File: src/rtl/hc161_chain_seq_pkg.sv
// Shared definitions for the cascaded hc161 timer/divider controller.
package hc161_chain_seq_pkg;

    typedef enum logic [1:0] {
        ST_IDLE = 2'd0,
        ST_LOAD = 2'd1,
        ST_RUN  = 2'd2,
        ST_FIN  = 2'd3
    } seq_state_t;

    localparam int         STAGE_W = 4;
    localparam logic [3:0] NIB_MAX = 4'hF;

endpackage

File: src/rtl/hc161_chain_seq_hc161.sv
// One hc161-style 4-bit synchronous counter stage: async clear, synchronous
// parallel load, count when ENP and ENT are both high, ripple-carry out.
module hc161_chain_seq_hc161
    import hc161_chain_seq_pkg::*;
(
    input  logic               CLK,
    input  logic               nCLR,
    input  logic               nLOAD,
    input  logic               ENP,
    input  logic               ENT,
    input  logic [STAGE_W-1:0] D,
    output logic [STAGE_W-1:0] Q,
    output logic               RCO
);

    // Counter register: load has priority over counting.
    always_ff @(posedge CLK or negedge nCLR) begin
        if (!nCLR) begin
            Q <= '0;
        end else if (!nLOAD) begin
            Q <= D;
        end else if (ENP && ENT) begin
            Q <= Q + 4'd1;
        end
    end

    assign RCO = ENT && (Q == NIB_MAX);

endmodule

File: src/rtl/hc161_chain_seq.sv
// Wide programmable timer/divider built from NSTAGE cascaded hc161 stages.
// The controller only drives nLOAD/ENP/ENT/DATA of the stages; the count
// itself lives in the stages.
// Optional: define HC161_SEQ_TCCNT_EN to add TC_CNT, a saturating count of
// TC strobes since the last accepted START.
//
// state | meaning
// IDLE  | waiting for START, count frozen
// LOAD  | all stages parallel-load the latched reload value
// RUN   | counting; TC at all-ones, reload (periodic) or stop (one-shot)
// FIN   | one-shot complete, DONE strobe, count held at all-ones
module hc161_chain_seq
    import hc161_chain_seq_pkg::*;
#(
    parameter int NSTAGE = 2
)(
    input  logic                        CLK,
    input  logic                        nCLR,
    input  logic                        START,
    input  logic                        ABORT,
    input  logic                        PERIODIC,
    input  logic                        PAUSE,
    input  logic [STAGE_W*NSTAGE-1:0]   RELOAD,
    output logic [STAGE_W*NSTAGE-1:0]   COUNT,
    output logic                        BUSY,
    output logic                        TC,
    output logic                        DONE
`ifdef HC161_SEQ_TCCNT_EN
    ,
    output logic [7:0]                  TC_CNT
`endif
);

    localparam int W = STAGE_W * NSTAGE;

    seq_state_t          state, state_nx;
    logic [W-1:0]        rld_r;
    logic                per_r;
    logic                accept_c;
    logic                tc_c;
    logic                nload_c;
    logic                enp_c;
    logic                all_ones;
    logic [NSTAGE-1:0]   ent;
    logic [NSTAGE-1:0]   rco;

    // The last stage's carry is high only when every stage reads F,
    // i.e. the whole count is all-ones.
    assign all_ones = rco[NSTAGE-1];

    // State register and the START-time snapshot of reload/mode.
    always_ff @(posedge CLK or negedge nCLR) begin
        if (!nCLR) begin
            state <= ST_IDLE;
            rld_r <= '0;
            per_r <= 1'b0;
        end else begin
            state <= state_nx;
            if (accept_c) begin
                rld_r <= RELOAD;
                per_r <= PERIODIC;
            end
        end
    end

    // Next state plus stage control; ABORT suppresses load, count and TC so
    // the count freezes where it is.
    always_comb begin
        state_nx = state;
        accept_c = 1'b0;
        tc_c     = 1'b0;
        nload_c  = 1'b1;
        enp_c    = 1'b0;
        BUSY     = 1'b0;
        DONE     = 1'b0;
        case (state)
            ST_IDLE: begin
                if (START && !ABORT) begin
                    accept_c = 1'b1;
                    state_nx = ST_LOAD;
                end
            end
            ST_LOAD: begin
                BUSY = 1'b1;
                if (ABORT) begin
                    state_nx = ST_IDLE;
                end else begin
                    nload_c  = 1'b0;
                    state_nx = ST_RUN;
                end
            end
            ST_RUN: begin
                BUSY = 1'b1;
                if (ABORT) begin
                    state_nx = ST_IDLE;
                end else if (!PAUSE) begin
                    if (all_ones) begin
                        tc_c = 1'b1;
                        if (per_r) begin
                            nload_c = 1'b0;
                        end else begin
                            state_nx = ST_FIN;
                        end
                    end else begin
                        enp_c = 1'b1;
                    end
                end
            end
            ST_FIN: begin
                DONE     = 1'b1;
                state_nx = ST_IDLE;
            end
            default: state_nx = ST_IDLE;
        endcase
    end

    assign TC     = tc_c;
    assign ent[0] = 1'b1;

    // Counter stages with the ripple-carry enable chain between them.
    for (genvar i = 0; i < NSTAGE; i++) begin : g_stage
        hc161_chain_seq_hc161 u_stage (
            .CLK   (CLK),
            .nCLR  (nCLR),
            .nLOAD (nload_c),
            .ENP   (enp_c),
            .ENT   (ent[i]),
            .D     (rld_r[STAGE_W*i +: STAGE_W]),
            .Q     (COUNT[STAGE_W*i +: STAGE_W]),
            .RCO   (rco[i])
        );
        if (i > 0) begin : g_ent
            assign ent[i] = rco[i-1];
        end
    end

`ifdef HC161_SEQ_TCCNT_EN
    // Saturating TC event counter, restarted by each accepted START.
    always_ff @(posedge CLK or negedge nCLR) begin
        if (!nCLR) begin
            TC_CNT <= '0;
        end else if (accept_c) begin
            TC_CNT <= '0;
        end else if (tc_c && (TC_CNT != 8'hFF)) begin
            TC_CNT <= TC_CNT + 8'd1;
        end
    end
`endif

endmodule

File: config.mk
export PLATFORM = sky130hd
export DESIGN_NAME = hc161_chain_seq
export DESIGN_NICKNAME = d
export VERILOG_FILES = /design/src/rtl/hc161_chain_seq_pkg.sv /design/src/rtl/hc161_chain_seq_hc161.sv /design/src/rtl/hc161_chain_seq.sv
export SDC_FILE = /design/constraint.sdc
export NUM_CORES = 1
export LEC_CHECK = 0
export ABC_AREA = 0
export CAP_MARGIN = 5
export CORE_UTILIZATION = 50
export CTS_BUF_LIST = sky130_fd_sc_hd__clkbuf_8
export DETAILED_ROUTE_END_ITERATION = 12
export DONT_BUFFER_PORTS = 1
export PLACE_DENSITY = 0.7
export SETUP_SLACK_MARGIN = 0.05
export SYNTH_ARGS = -nofsm -noshare
export SYNTH_HDL_FRONTEND = slang
export SYNTH_HIERARCHICAL = 1
export SYNTH_SLANG_ARGS = --single-unit
export TNS_END_PERCENT = 100
File: constraint.sdc
create_clock -name CLK -period 2.9 [get_ports CLK]
set_clock_uncertainty 0.2 [all_clocks]
set_input_delay 0.29 -clock CLK [delete_from_list [all_inputs] [get_ports CLK]]
set_output_delay 0.29 -clock CLK [all_outputs]
set_load 0.1 [all_outputs]
==> results.ini, run 1 <==
[clocking]
cts.sinks=19
clock-root-buffer=clkbuf_8
cts-buffers-inserted=3
clk_pin_slew_ns=0.07
cts_tree=done
htreeDepth=1
clock_latency_ns=0.25
clockBufferDepth=2

[sta]
tightest_slew_ns=0.859
relSlewSlack=0.426
max_freq_ghz=0.421
tns_ns=0
fin_crit_ns=2.38
rsz0062_at_grt=false
final_hold_viol_count=0
setup_violations=0
min_period_over_period=0.819
slew_violations=0

[final_layout]
nNetsFinal=140
final_cell_mix=dfrtp_1, buf_4, nor2_1, dlygate4sd3_1, mux2_4
nFillCells=169
syn_to_final_growth_pct=27.2
final_common_cell=dfrtp_1
drive_gt1_frac=0.319
final_core_util=0.675
antenna_cells=0

[worst_setup_path]
endpoint_kind=register
start_kind=register
arrival_ns=2.35
path_class=register to register
crit_fanout=4
worst-endpoint-required_ns=2.87

[detailed_routing]
drt-total-wl_mm=2.04
ant_nets=0
wl_per_cell_um=14.0
vias=772
route.detailed.drc=0
first_pass_iters=4
drt_iter0_markers=13
viasPerCell=5.29

[die]
die_x_um=47.6
die_h_um=47.6
die-area_mm2=0.00227
io_pins=25
num_rows=16
initial_utilization=0.531
core_mm2=0.00196

[synth]
ys_types=29
ys_warn_count=6
syn_area_mm2=0.00104
avgSynthCellArea_um2=11.2
synth_seq_cells=19
ys_seq_area_frac=0.457
syn_inst=93

[hold_path]
hp-class=input pin to register

[run]
maxCapViolCount=0

[grt]
grt_max_degree=20
antenna_found_initial=0
grt_pass1_wl_mm=3.12
first_global_vias=736
track_usage=0.199
globalRoute.totalOverflow=0

[placement]
gp_congestion=0.873
place_hpwl_mm=1.48
port_buffers=0

[status]
status=completed

[flip-flops by register name, summed over array words and instances (netlist names)]
signal,cells
rld_r,8
g_stage.u_stage/Q,8
per_r,1
state,2
[cell families (layout without fill, tap and decap cells)]
kind of cell | after synthesis | in the layout | synth area share
AO/OA/AOI/OAI | 17 | 17 | 0.0961
AND/OR/NAND/NOR | 28 | 28 | 0.156
adder cells (fa/ha/maj) | 6 | 6 | 0.0721
XOR/XNOR | 4 | 4 | 0.0337
other | 1 | 3 | 0.00360
flip-flops | 19 | 19 | 0.457
multiplexers | 11 | 11 | 0.149
buffers and inverters | 7 | 31 | 0.0324
[layer usage]
layer / vias to the layer above / routed length [µm] / GRT usage
met3: 0 / 116 / 0.0340
met1: 372 / 896 / 0.245
met2: 22 / 1030 / 0.362
met5: - / 0 / 0
met4: 0 / 0 / 0.0500
li1: 378 / - / -
[Yosys cell counts (all sizes together)]
master	count	area, µm²
conb	1	3.75
inv	4	15.0
nor3b	2	20.0
dfrtp	19	475
mux2	9	135
ha	6	75.1
a221oi	1	8.76
a31oi	2	12.5
clkbuf	2	7.51
o22ai	2	12.5
or3	3	18.8
a21oi	7	35.0
nand2b	2	15.0
xor2	4	35.0
nor2	10	37.5
nor3	1	5.00
buf	1	11.3
a21boi	1	7.51
o21ai	3	15.0
mux2i	2	20.0
nand2	2	12.5
or2	1	6.26
and4	2	20.0
nand3	4	20.0
nand3b	1	7.51
a2bb2oi	1	8.76
[layout make-up]
| cell class | instances | area (µm²) | share of cell area |
|---|---|---|---|
| inverter | 4 | 15.0 | 0.0113 |
| clock buffer | 3 | 41.3 | 0.0312 |
| multi-input combinational | 69 | 551 | 0.416 |
| tap | 27 | 33.8 | 0.0255 |
| timing repair buffer | 23 | 198 | 0.149 |
| clock inverter | 1 | 5.00 | 0.00378 |
| sequential | 19 | 480 | 0.363 |
[per-stage QoR]
step / setup slack [ns] / std cells / hold slack [ns] / instance area [µm²]
2_1_floorplan: 0.0948 / 95 / -0.206 / 1060
3_3_place_gp: 0.620 / 132 / -0.205 / 1180
3_5_place_dp: 0.548 / 132 / -0.205 / 1180
4_1_cts: 0.521 / 146 / 0.0289 / 1320
5_1_grt: 0.466 / 146 / 0.0347 / 1320
6_report: 0.525 / 146 / 0.0323 / 1320
[worst paths after layout]
check / from / slack (ns) / endpoint / cells past startpoint
setup reg to reg: g_stage[0].u_stage/Q[0] / 0.52 / g_stage[0].u_stage/Q[3] / 8
min in group asynchronous: nCLR / 0.39 / g_stage[1].u_stage/Q[0] / 1
setup / recovery: g_stage[0].u_stage/Q[0] / 0.52 / g_stage[0].u_stage/Q[3] / 8
max in group asynchronous: nCLR / 1.52 / g_stage[0].u_stage/Q[3] / 1
hold reg to reg: rld_r[3] / 0.32 / rld_r[3] / 1
hold / removal: ABORT / 0.03 / state[1] / 2
[worst max-delay path, cell delays in order, from the launching register on]
cell and delay (ns):
dfrtp_2 0.40, ha_1 0.21, and4_2 0.26, and4_2 0.26
nor3_1 0.19, buf_4 0.16, nand2_2 0.08, or3_1 0.36
a31oi_1 0.16
[repair_timing]
item,CTS,global route
setup endpoints to repair,0,0
hold endpoints to repair,28,0
hold buffers,10,0
buffers inserted,0,0
gates resized for setup,0,0
Power of run 1 is not shown: default switching activity piles up to over one toggle a cycle in this logic, so the estimate is an artifact.
==> run 2: changes to the inputs <==
PLACE_DENSITY = 0.73   (was 0.7)
clock period = 2.1 ns   (was 2.9 ns; I/O delays follow)
==> run 2 against run 1 <==
  * The flow now finishes with violations (setup timing)
  * Via count grew 9.3%
  * Sequential share of layout area shrank 4.9 points
  * Clock-buffer cell count is the same
  * Global-route usage grew 1.5 points
  * Cell count grew 4.8%
  * Worst setup slack lost 0.66 ns
  * First-iteration DRC count is the same
==> results.ini, run 2 (synthesized netlist as in run 1, its figures left out) <==
[worst_setup_path]
startpoint=g_stage[0].u_stage/Q[1]
arrival_ns=1.82
worst-endpoint-required_ns=1.69
crit_fanout=3
start_kind=register
timing.rr.end=g_stage[0].u_stage/Q[3]
timing.rr.start=g_stage[0].u_stage/Q[1]
crit_end=TC
rrSetupSlack_ns=-0.12
endpoint_kind=output port
path_class=register to output port
reg2regPathDepth=10

[sta]
finalWorstSetupSlack_ns=-0.133
min_period_over_period=1.06
setup_violations=9
relSlewSlack=0.438
max_freq_ghz=0.448
slew_violations=0
fin_crit_ns=2.23
tightest_slew_ns=0.840
rsz0062_at_grt=true
final_hold_viol_count=0

[placement]
place_hpwl_mm=1.54
port_buffers=0
place_ws_ns=-0.0894
gp_congestion=0.777

[final_layout]
antenna_cells=0
drive_gt1_frac=0.548
syn_to_final_growth_pct=53.0
final_cell_mix=buf_4, dlygate4sd3_1, dfrtp_1
final_common_cell=buf_4
top_regs=g_stage.u_stage/Q x8, rld_r x8, state x2
nNetsFinal=147

[die]
initial_utilization=0.531
die_x_um=47.6
num_rows=16
core_mm2=0.00196
io_pins=25
die_h_um=47.6
die-area_mm2=0.00227

[grt]
antenna_found_initial=0
track_usage=0.215
grt_max_degree=20
grt_pass1_wl_mm=3.34
globalRoute.totalOverflow=0
first_global_vias=751

[detailed_routing]
drt-total-wl_mm=2.63
vias=844
viasPerCell=5.52
first_pass_iters=4
route.detailed.drc=0
drt_iter0_markers=13
ant_nets=0
wl_per_cell_um=17.2

[run]
maxCapViolCount=0

[clocking]
htreeDepth=1
clock-root-buffer=clkbuf_8
clock_latency_ns=0.25
cts_tree=done
clockBufferDepth=2
cts.sinks=19
clk_pin_slew_ns=0.07
cts-buffers-inserted=3

[hold_path]
hp-class=input pin to register
worstHoldPathCells=3

[status]
failed_checks=setup timing
status=complete, but fails checks

-- run 2: critical path, stage by stage (launching register included) --
cell     delay (ns)
dfrtp_4        0.43
ha_4           0.14
and4_4         0.23
and4_4         0.25
buf_6          0.11
nor3b_4        0.22
buf_12         0.20
-- run 2: layout make-up --
| cell class | instances | area, µm² |
|---|---|---|
| Timing Repair Buffer | 30 | 299 |
| Multi-Input combinational cell | 69 | 699 |
| Inverter | 4 | 15.0 |
| Clock buffer | 3 | 41.3 |
| Sequential cell | 19 | 500 |
| Tap cell | 27 | 33.8 |
| Clock inverter | 1 | 3.75 |
| Fill cell | 121 | 369 |
-- run 2: per-stage QoR --
| stage | area [µm²] | instances | utilization | setup TNS, ns | hold WS [ns] |
|---|---|---|---|---|---|
| 2_1_floorplan | 1110 | 95 | - | -0.588 | -0.286 |
| 6_report | 1590 | 153 | 0.812 | -0.531 | 0.0239 |
| 5_1_grt | 1590 | 153 | 0.812 | -0.928 | 0.0314 |
| 3_5_place_dp | 1280 | 137 | 0.654 | -0.194 | -0.285 |
| 4_1_cts | 1500 | 152 | 0.763 | -0.0968 | 0.0118 |
| 3_3_place_gp | 1280 | 137 | 0.654 | -0.0273 | -0.285 |
-- run 2: worst min path at each step --
stage | from | slack [ns] | endpoint
final | PAUSE | 0.02 | state[1]
after global routing | ABORT | 0.03 | state[0]
after global placement | nCLR | -0.29 | rld_r[3]
after CTS | PAUSE | 0.01 | state[1]
after floorplan | nCLR | -0.29 | g_stage[1].u_stage/Q[2]
after detailed placement | nCLR | -0.29 | rld_r[3]
-- run 2: per-layer routing --
layer,GRT usage,part of all wire,up-vias
met2,0.353,0.49,23
met3,0.0528,0.050,6
li1,-,-,393
met5,0,0,-
met4,0.0778,0.013,0
met1,0.275,0.44,422
-- run 2: timing repair --
action / CTS / global route
cloned: 0 / 1
hold buffers: 11 / 0
buffers inserted: 0 / 0
hold endpoints to repair: 29 / 0
gates resized for setup: 16 / 16
setup endpoints to repair: 9 / 10
pin swaps: 10 / 5
Power of run 2 is left out for the same reason.
==> run 3: changes to the inputs <==
MAX_ROUTING_LAYER = met4   (was unset)
REMOVE_ABC_BUFFERS = 1   (was unset)
SLEW_MARGIN = 20   (was unset)
==> run 3 against run 2 <==
  * Non-clock buffer count increased by 4
  * The flow still finishes with violations (setup timing)
  * Largest cell class unchanged
  * Sequential cell count unchanged
  * Sequential share of layout area decreased by 0.15 points
  * Critical path depth unchanged
==> results.ini, run 3 (synthesized netlist as in run 1, its figures left out) <==
[sta]
min_period_over_period=1.04
setup_violations=1
max_freq_ghz=0.459
finalWorstSetupSlack_ns=-0.0794
final_hold_viol_count=0
relSlewSlack=0.437
fin_crit_ns=2.18
rsz0062_at_grt=true
tightest_slew_ns=0.841
slew_violations=0

[worst_setup_path]
path_class=register to output port
cp_cell_sequence=ha_2 > and4_4 > and4_4 > buf_6 > nor3b_4 > clkbuf_16
critPathBufInv=2
arrival_ns=1.77
worst-endpoint-required_ns=1.69
cp_slowest_stage_delay_ns=0.37
start_kind=register
crit_top_cell=and4_4
crit_fanout=3
path_delay_family=simple AND/OR/NAND/NOR gates
endpoint_kind=output port
critical_path.slowest_cell=dfrtp_1

[die]
initial_utilization=0.531
die-area_mm2=0.00227
num_rows=16
die_h_um=47.6
core_mm2=0.00196
io_pins=25
die_x_um=47.6

[grt]
globalRoute.totalOverflow=0
first_global_vias=859
antenna_found_initial=0
grt_pass1_wl_mm=3.72
grt_max_degree=20
track_usage=0.258

[status]
status=complete, but fails checks
failed_checks=setup timing

[detailed_routing]
route.detailed.drc=0
first_pass_iters=4
ant_nets=0
vias=853
viasPerCell=5.43
wl_per_cell_um=16.0
drt_iter0_markers=10
drt-total-wl_mm=2.52

[placement]
gp_congestion=0.845
place_hpwl_mm=1.53
port_buffers=0
place_ws_ns=-0.183

[final_layout]
top_regs=g_stage.u_stage/Q x8, rld_r x8, state x2
final_common_cell=buf_4
final_cell_mix=buf_4, dfrtp_1, dlygate4sd3_1
nNetsFinal=151
drive_gt1_frac=0.477
antenna_cells=0
syn_to_final_growth_pct=46.0

[clocking]
clk_pin_slew_ns=0.07
cts_tree=done
clock_latency_ns=0.25
cts.sinks=19
cts-buffers-inserted=3
htreeDepth=1
clockBufferDepth=2
clock-root-buffer=clkbuf_8

[hold_path]
hp-class=input pin to register

[run]
maxCapViolCount=0

==> run 3: cell types whose count changed in the layout (fill, tap and decap cells not counted), moves of 3 or more <==
cell,delta
buf_4,+5
dfrtp_1,+8
dfrtp_4,-6
nor2_4,-3
==> run 3: cell type report <==
cell class                 instances  area [µm²]
multi-input combinational         69         643
sequential                        19         475
fill                             131         442
timing repair buffer              34         308
clock buffer                       3        41.3
tap                               27        33.8
inverter                           4        15.0
clock inverter                     1        3.75
==> run 3: worst paths after layout <==
| check | startpoint | endpoint | slack [ns] | cells after the start |
|---|---|---|---|---|
| worst max-delay path | g_stage[0].u_stage/Q[0] | TC | -0.08 | 6 |
| min in group asynchronous | nCLR | g_stage[1].u_stage/Q[3] | 0.30 | 1 |
| max in group asynchronous | nCLR | rld_r[7] | 0.88 | 1 |
| worst max register to register | g_stage[0].u_stage/Q[0] | g_stage[1].u_stage/Q[2] | 0.03 | 10 |
| worst min-delay path | ABORT | state[0] | 0.03 | 2 |
| worst min register to register | rld_r[6] | rld_r[6] | 0.32 | 1 |
==> run 3: per-stage QoR <==
stage | cells | hold slack, ns | area [µm²] | utilization | TNS [ns]
final | 157 | 0.0301 | 1520 | 0.775 | -0.0794
after CTS | 156 | 0.00790 | 1430 | 0.731 | -0.0618
after global placement | 137 | -0.285 | 1220 | 0.622 | -0.274
after detailed placement | 137 | -0.285 | 1220 | 0.622 | -0.852
after global routing | 157 | 0.0366 | 1520 | 0.775 | -0.422
after floorplan | 92 | -0.286 | 1030 | - | -11.73
==> run 3: layer usage <==
layer,global-route usage,part of all wire,routed length [µm]
met1,0.295,0.43,1080
met2,0.414,0.49,1230
met3,0.0491,0.044,111
met4,0.161,0.040,100
met5,-,0,0
==> run 3: what timing repair did <==
item	4_1_cts	5_1_grt
pin swaps	9	7
hold buffers	11	0
gates cloned	1	0
buffers inserted	3	1
gates resized for setup	12	22
hold endpoints to repair	29	0
setup endpoints to repair	10	19
Power of run 3 is left out for the same reason.
